[config.mk]
export PLATFORM = sky130hd
export DESIGN_NAME = sbm_digitized_div
export DESIGN_NICKNAME = d
export VERILOG_FILES = /design/src/rtl/sbm_digitized_div.sv
export SDC_FILE = /design/constraint.sdc
export NUM_CORES = 1
export LEC_CHECK = 0
export ABC_AREA = 1
export ABC_CLOCK_PERIOD_IN_PS = 2730
export CAP_MARGIN = 20
export CORE_ASPECT_RATIO = 1.75
export CORE_MARGIN = 10
export CORE_UTILIZATION = 45
export DETAILED_ROUTE_END_ITERATION = 10
export GPL_ROUTABILITY_DRIVEN = 0
export PLACE_DENSITY = 0.68
export SLEW_MARGIN = 20
export SYNTH_ARGS = -nofsm -noshare
export SYNTH_HDL_FRONTEND = slang
export SYNTH_SLANG_ARGS = --single-unit
[constraint.sdc]
create_clock -name clk -period 2.73 [get_ports clk]
set_input_delay 0.546 -clock clk [delete_from_list [all_inputs] [get_ports clk]]
set_output_delay 0.546 -clock clk [all_outputs]
set_load 0.02 [all_outputs]
[src/rtl/sbm_digitized_div.sv]
// sbm_digitized_div: digit-serial restoring divider.
// Divides a 2*SIZEA-bit dividend by a SIZEA-bit divisor. It produces one quotient
// bit per cycle and groups the bits into SIZEOF_DIGITS-bit digits, MSB digit first.
// DIGITS * SIZEOF_DIGITS must equal SIZEA.
// Optional feature macro: SBM_DIV_OVF_CHECK_EN. When it is defined, divide-by-zero
// and quotient overflow are detected on acceptance and the result is returned at once.
module sbm_digitized_div #(
    parameter int SIZEA         = 32,
    parameter int SIZEOF_DIGITS = 4,
    parameter int DIGITS        = 8
) (
    input  logic                 clk,
    input  logic                 rst,
    input  logic                 start,
    input  logic [2*SIZEA-1:0]   n,
    input  logic [SIZEA-1:0]     d,
    output logic                 busy,
    output logic                 done,
    output logic [SIZEA-1:0]     q,
    output logic [SIZEA-1:0]     r,
    output logic                 ovf
);

    localparam int BW = (SIZEOF_DIGITS > 1) ? $clog2(SIZEOF_DIGITS) : 1;
    localparam int KW = (DIGITS > 1) ? $clog2(DIGITS) : 1;
    localparam logic [BW-1:0] LAST_BIT   = BW'(SIZEOF_DIGITS - 1);
    localparam logic [KW-1:0] LAST_DIGIT = KW'(DIGITS - 1);

    typedef enum logic [1:0] {
        IDLE,
        BIT,
        COMMIT
    } state_t;

    state_t state, state_next;

    logic [SIZEA-1:0]         d_reg;
    logic [SIZEA-1:0]         n_lo;
    logic [SIZEA:0]           pr;
    logic [SIZEOF_DIGITS-1:0] digit;
    logic [SIZEA-1:0]         q_acc;
    logic [BW-1:0]            bit_cnt;
    logic [KW-1:0]            dig_cnt;
    logic [SIZEA-1:0]         q_reg;
    logic [SIZEA-1:0]         r_reg;
    logic                     done_reg;

    logic [SIZEA:0]           pr_shift;
    logic                     ge;
    logic [SIZEA:0]           pr_step;
    logic [SIZEA-1:0]         q_merged;
    logic                     ovf_hit;
    logic                     last_commit;

`ifdef SBM_DIV_OVF_CHECK_EN
    logic                     ovf_reg;
    assign ovf_hit = (d == '0) || (n[2*SIZEA-1:SIZEA] >= d);
    assign ovf     = ovf_reg;
`else
    assign ovf_hit = 1'b0;
    assign ovf     = 1'b0;
`endif

    assign busy        = (state != IDLE);
    assign done        = done_reg;
    assign q           = q_reg;
    assign r           = r_reg;
    assign last_commit = (state == COMMIT) && (dig_cnt == LAST_DIGIT);

    // One restoring step: shift in the next dividend bit, subtract the divisor if it fits
    always_comb begin
        pr_shift = {pr[SIZEA-1:0], n_lo[SIZEA-1]};
        ge       = (pr_shift >= {1'b0, d_reg});
        pr_step  = ge ? (pr_shift - {1'b0, d_reg}) : pr_shift;
    end

    // Place the finished digit into its slot of the quotient, MSB digit first
    always_comb begin
        q_merged = q_acc;
        q_merged[(DIGITS - 1 - int'(dig_cnt)) * SIZEOF_DIGITS +: SIZEOF_DIGITS] = digit;
    end

    // State register; a synchronous reset aborts any division in progress
    always_ff @(posedge clk) begin
        if (rst) begin
            state <= IDLE;
        end else begin
            state <= state_next;
        end
    end

    // Next-state logic: SIZEOF_DIGITS BIT cycles per digit, then one COMMIT cycle
    always_comb begin
        state_next = state;
        case (state)
            IDLE: begin
                if (start && !ovf_hit) begin
                    state_next = BIT;
                end
            end
            BIT: begin
                if (bit_cnt == LAST_BIT) begin
                    state_next = COMMIT;
                end
            end
            COMMIT: begin
                if (dig_cnt == LAST_DIGIT) begin
                    state_next = IDLE;
                end else begin
                    state_next = BIT;
                end
            end
            default: state_next = IDLE;
        endcase
    end

    // Datapath: latch operands, iterate the remainder, collect digits, publish results
    always_ff @(posedge clk) begin
        if (rst) begin
            d_reg    <= '0;
            n_lo     <= '0;
            pr       <= '0;
            digit    <= '0;
            q_acc    <= '0;
            bit_cnt  <= '0;
            dig_cnt  <= '0;
            q_reg    <= '0;
            r_reg    <= '0;
            done_reg <= 1'b0;
        end else begin
            done_reg <= 1'b0;
            case (state)
                IDLE: begin
                    if (start) begin
                        if (ovf_hit) begin
                            q_reg    <= '1;
                            r_reg    <= '0;
                            done_reg <= 1'b1;
                        end else begin
                            d_reg   <= d;
                            n_lo    <= n[SIZEA-1:0];
                            pr      <= {1'b0, n[2*SIZEA-1:SIZEA]};
                            digit   <= '0;
                            q_acc   <= '0;
                            bit_cnt <= '0;
                            dig_cnt <= '0;
                        end
                    end
                end
                BIT: begin
                    pr      <= pr_step;
                    n_lo    <= n_lo << 1;
                    digit   <= (digit << 1) | SIZEOF_DIGITS'(ge);
                    bit_cnt <= bit_cnt + 1'b1;
                end
                COMMIT: begin
                    q_acc   <= q_merged;
                    dig_cnt <= dig_cnt + 1'b1;
                    bit_cnt <= '0;
                    if (dig_cnt == LAST_DIGIT) begin
                        q_reg    <= q_merged;
                        r_reg    <= pr[SIZEA-1:0];
                        done_reg <= 1'b1;
                    end
                end
                default: ;
            endcase
        end
    end

`ifdef SBM_DIV_OVF_CHECK_EN
    // Overflow flag: set by the early-exit path, cleared by the next normal completion
    always_ff @(posedge clk) begin
        if (rst) begin
            ovf_reg <= 1'b0;
        end else if ((state == IDLE) && start && ovf_hit) begin
            ovf_reg <= 1'b1;
        end else if (last_commit) begin
            ovf_reg <= 1'b0;
        end
    end
`endif

endmodule

-- Word-level counts from Yosys, hierarchy flattened
Index checks and enable logic that the tools add are counted.
W data, S select, Z words.
- bits in registers: 204
- latch bits: 0
- RAM bits: 0
- bits in read-only memories: 0
- bits of input ports: 99
- output and inout port bits: 67
- logic and storage cells: 58
- memories kept: 0
- add/subtract/negate cells: 5
- $mul: 0
- divide/modulo/power cells: 0
- $lt $le $gt $ge: 1
- equal/unequal tests: 6
- shifts and indexed selects: 2
- mux-type cells: 19
- bitwise logic cells: 2
- reduce and logical (&&, ||, !) cells: 12
- operators by type and width (kind ; number):
    $pmux W32 S2 ; 3
    $mux W32 ; 4
    $ge A33 B32 Y1 ; 1
    $neg A6 Y33 ; 1
    $shift A4 B33 Y32 const A ; 1
    $shiftx A4 B33 Y32 ; 1
    $bwmux W32 ; 1
    $sub A32 B32 Y32 ; 1
    $pmux W2 S3 ; 2
    $reduce_and A2 Y1 ; 6
    $pmux W4 S2 ; 1
    $mux W2 ; 3
    $pmux W3 S2 ; 1
    $reduce_bool A2 Y1 ; 3
    $eq A2 B2 Y1 const B ; 2
    $mux W4 ; 1
    $ne A2 B2 Y1 const B ; 2
    $or A4 B1 Y4 ; 1
    $sub A3 B3 Y4 const A ; 1
    $add A3 B1 Y3 const B ; 1
    $eq A3 B3 Y1 const B ; 1
    $mux W3 ; 1
    $reduce_bool A3 Y1 ; 1
    $add A2 B1 Y2 const B ; 1
    5 further kinds ; 6

-- Longest topological paths before layout
- depth in word-level cells: 5
- mapped depth: 18
- depth with buffers taken out: 17

-- Least setup slack after synthesis
OpenSTA, ideal clock, no wires.
- kind: reg-to-reg
- start: register dig_cnt[0]
- end: register q_reg[15], in the netlist q[15]
- library setup time: 0.115 ns
- arrival: 1.948 ns
- data required time: 2.615 ns
- setup slack: 0.667 ns
- stages on the path, launching flop included: 10
- buffers on the path: 1
- clock period less this slack: 2.063 ns
- cells stage by stage: dfxtp_1 -> ha_1 -> ha_1 -> clkbuf_1 -> nor3_1 -> nand2_1 -> nor2_1 -> mux2_2 -> o21ai_0 -> inv_1
- longest elaborated chain between the ends: 4
- elaborated cells between the ends (all ways): 7
- those cells by class: 2 x add/sub; 1 x eq/ne; 2 x shift; 1 x mux; 1 x reduce/logical
- ends and longest elaborated chain (item ; RTL line ; source):
    start, declared ; 43 ; logic [KW-1:0] dig_cnt;
    start signal, assigned ; 158 ; dig_cnt <= dig_cnt + 1'b1;
    $sub A3 B3 Y4 ; 80 ; q_merged[(DIGITS - 1 - int'(dig_cnt)) * SIZEOF_DIGITS +: SIZEOF_DIGITS] = digit;
    $neg A6 Y33 ; 80 ;
    $shiftx A4 B33 Y32 / $shift A4 B33 Y32 (equally long branches) ; 80 ;
    $bwmux W32 ; 80 ;
    end signal, assigned ; 161 ; q_reg <= q_merged;
    end, declared ; 44 ; logic [SIZEA-1:0] q_reg;
Several ways; a longest one is shown, not always the timed one.
A chain may end at the register's enable or synchronous reset.

-- Worst setup path after layout
- start: register n_lo[31]
- end: register pr[28]
- longest elaborated chain between the ends: 3
- elaborated cells between the ends (all ways): 4
- those cells by class: 1 x add/sub; 1 x order compare; 2 x mux
- ends and longest elaborated chain (item ; RTL line ; source):
    start, declared ; 38 ; logic [SIZEA-1:0] n_lo;
    start signal, assigned ; 141 ; n_lo <= n[SIZEA-1:0];
    start signal, assigned ; 152 ; n_lo <= n_lo << 1;
    $sub A32 B32 Y32 / $ge A33 B32 Y1 (equally long branches) ; 74, 73 ;
    $mux W32 (*) ; 74 ; pr_step = ge ? (pr_shift - {1'b0, d_reg}) : pr_shift;
    $pmux W32 S2 (*) ; 132 ; case (state)
    end signal, assigned ; 142 ; pr <= {1'b0, n[2*SIZEA-1:SIZEA]};
    end signal, assigned ; 151 ; pr <= pr_step;
    end, declared ; 39 ; logic [SIZEA:0] pr;
Mark *: on every way between the ends. The rest lies on a longest branch, timed or not.

==> flow_summary_export.csv <==
group,metric,value,unit
critical_path,start_kind,"flip-flop",
sta,slew_violations,0,
critical_path,cp-end-kind,"flip-flop",
die,io_pins,166,
pwr,p_leak,6.35,nW
sta,setup_violations,0,
place,placedCellCount,2119,
sta,layout_min_cycle_time,2.50,ns
clocking,cts_buffer_depth,3,
clocking,cts_sinks,204,
finish,drive_gt1_share,8.03,%
finish,postLayoutCoreUtil,56.3,%
synth,yosysSeqAreaShare,36.3,%
status,status,"finished clean",
die,chipWidth,139,µm
synth,syn_inst,1707,
sta,post-route-period-util,91.7,%
critical_path,cp_common_cell,"nand2_1",
route,via_per_inst,5.20,
route,vias,11200,
worst_hold_path,hold_class,"reg2reg",
critical_path,r2r-start,"n_lo[31]",
critical_path,crit_type,"reg2reg",
die,die_area,32000,µm²
global_routing,grt_max_degree,122,
route,routed_wl,36900,µm
pwr,power,0.00912,W
critical_path,cpPeakStageDelay,0.43,ns
run,cap_viol_max_count,0,
synth,synth_area_leaders,"dfxtp_1, nand2_1, o21ai_0, inv_1, a21oi_1",
critical_path,crit_family,"simple AND/OR/NAND/NOR gates",
synth,synth_ff_type,"dfxtp_1",
route,wl_per_cell,17.1,µm
clocking,clkTransAtPathRegs,0.06,ns
critical_path,worstPathMaxFanout,4,
global_routing,grt_overflow,0,
global_routing,grt_first_pass_wirelength,58600,µm
sta,timing.fmax,0.400,GHz
global_routing,antenna_found_initial,2,
place,port_buffers,164,
synth,yosys_warnings,0,
synth,synth_top_cell_by_area,"dfxtp_1",
synth,synthDistinctLibCells,39,
route,ant_nets,0,
place,dp_hpwl,27100,µm
worst_hold_path,worstHoldStart,"d_reg[21]",
synth,synth_top_area_share,36.3,%
synth,synth_area,11200,µm²
sta,rsz0062_at_grt,"no",
global_routing,grt_pass1_vias,11100,
pwr,ir_worst_vdd,461,µV
critical_path,cp.required,3.12,ns
synth,async_flop_share,0,%
clocking,h-tree-depth,1,
clocking,cts_setup_buffers,0,
clocking,tritoncts,"done",
route,drtIter0Drc,761,
die,start_util,45.7,%
place,dp_slack,0.269,ns
clocking,clock_latency,0.51,ns
critical_path,crit_start,"n_lo[31]",
critical_path,path_cells,"inv_1 > ha_1 > inv_1 > fa_1 > nand3_1 > nand3_1 > nand2_1 > nand2_1 > nand2_1 > nand2_1 > nand2_1 > nand2_1 > nand2_1 > nand3_1 > nand2_1 > a21oi_1",
pwr,power_density,658,nW/µm²
synth,synth_most_common_cell,"nand2_1",
sta,finalSetupTns,0,ns
clocking,cts_resized,0,
synth,yosys-top-cells-count,"nand2_1, inv_1, dfxtp_1, o21ai_0, a21oi_1",
sta,tightest_slew,0.682,ns
sta,relSlewSlack,54.5,%
die,rows,76,
global_routing,gr-usage-all-layers,22.2,%
critical_path,critPathArrivalTime,2.89,ns
clocking,numCtsBuffers,21,
finish,nets,1965,
finish,area_growth,23.2,%
synth,avgSynthCellArea,6.59,µm²
synth,synth-seq-cells,204,
finish,instances_no_fill,2156,
critical_path,critical_path_buf_inv_count,2,
sta,setup_ws,0.228,ns
die,die_height,229,µm
route,drc_errors,0,
route,firstDrtPassIters,5,
die,core_region_area,24600,µm²
clocking,postCtsHoldBufs,0,
sta,skew,0.0163,ns
synth,syn_nets,1842,
synth,synth_edf_count,0,
clocking,cts_root_buf,"clkbuf_16",
sta,hold_violations,0,
critical_path,slowest_stage,"fa_1",
==> area by class of cell <==
class | count | area [µm²]
fill | 2436 | 10800
multi-input combinational | 1171 | 5870
sequential | 204 | 4080
timing repair buffer | 187 | 1870
inverter | 245 | 920
clock buffer | 26 | 594
tap | 312 | 390
clock inverter | 10 | 129
antenna | 1 | 2.50
==> metrics by stage <==
step	area, µm²	hold WS (ns)
5_1_grt	13900	0.473
3_5_place_dp	13100	0.455
6_report	13900	0.461
3_3_place_gp	13100	0.446
4_1_cts	13900	0.464
2_1_floorplan	11200	0.435
==> worst reg2reg max path: cells and delay by family (launching register included) <==
family	cells	cell delay, ns
adders and majority gates	2	0.57
AOI/OAI and AO/OA	1	0.06
and+or+nand+nor	11	1.29
DFF	1	0.32
buffers and inverters	2	0.15
==> power breakdown <==
part / switching (W) / internal, W
clock: 0.00124 / 0.00182
sequential: 0.000103 / 0.00314
combinational: 0.00181 / 0.000997
total: 0.00315 / 0.00596
==> cell usage in the layout (no fill, tap or decap), types with 2 or more instances in the layout <==
cell,netlist,layout
nand2_1,449,447
inv_1,234,233
dfxtp_1,204,204
o21ai_0,188,188
clkdlybuf4s50_1,0,163
a21oi_1,132,132
nor2_1,131,129
nand3_1,59,59
ha_1,35,35
a31oi_1,31,31
clkbuf_16,0,21
nand3_2,19,19
buf_4,6,18
mux2_2,17,17
nor3_1,16,16
nand2_2,11,13
xnor2_1,13,13
nor2_2,10,12
inv_2,11,12
nand4_1,10,10
a21oi_2,10,10
a211oi_1,10,10
o21ai_1,10,10
clkinv_2,0,6
clkbuf_8,0,5
buf_12,0,5
and2_1,3,3
bufinv_16,0,3
nor3_2,2,2
nor2_4,2,2
o21bai_1,2,2
nand3b_1,2,2
xor2_1,2,2
==> cells by family after synthesis <==
kind of cell               share of synthesized area [%]
and+or+nand+nor                                     26.9
adders and majority gates                           4.07
buffers and inverters                               11.6
AOI/OAI and AO/OA                                   18.2
muxes                                               1.70
other                                             0.0333
DFF                                                 36.3
xor gates and xnor gates                            1.17
==> routing by layer <==
layer | up-vias | part of all wire [%] | routed length [µm] | GRT usage [%]
li1 | 5679 | - | - | -
met1 | 5128 | 37 | 13500 | 22.4
met2 | 280 | 52 | 19400 | 41.2
met3 | 116 | 4.4 | 1630 | 3.46
met4 | 2 | 6.4 | 2380 | 13.5
met5 | - | 0.049 | 18 | 0
==> path summary, 6_finish.rpt <==
kind | end | slack [ns] | depth (start not counted)
max reg2reg | pr[28] | 0.23 | 16
min reg2reg | d_reg[21] | 0.46 | 2
max | pr[28] | 0.23 | 16
min | d_reg[21] | 0.46 | 2
No activity file was read; power rests on OpenSTA's default activity.
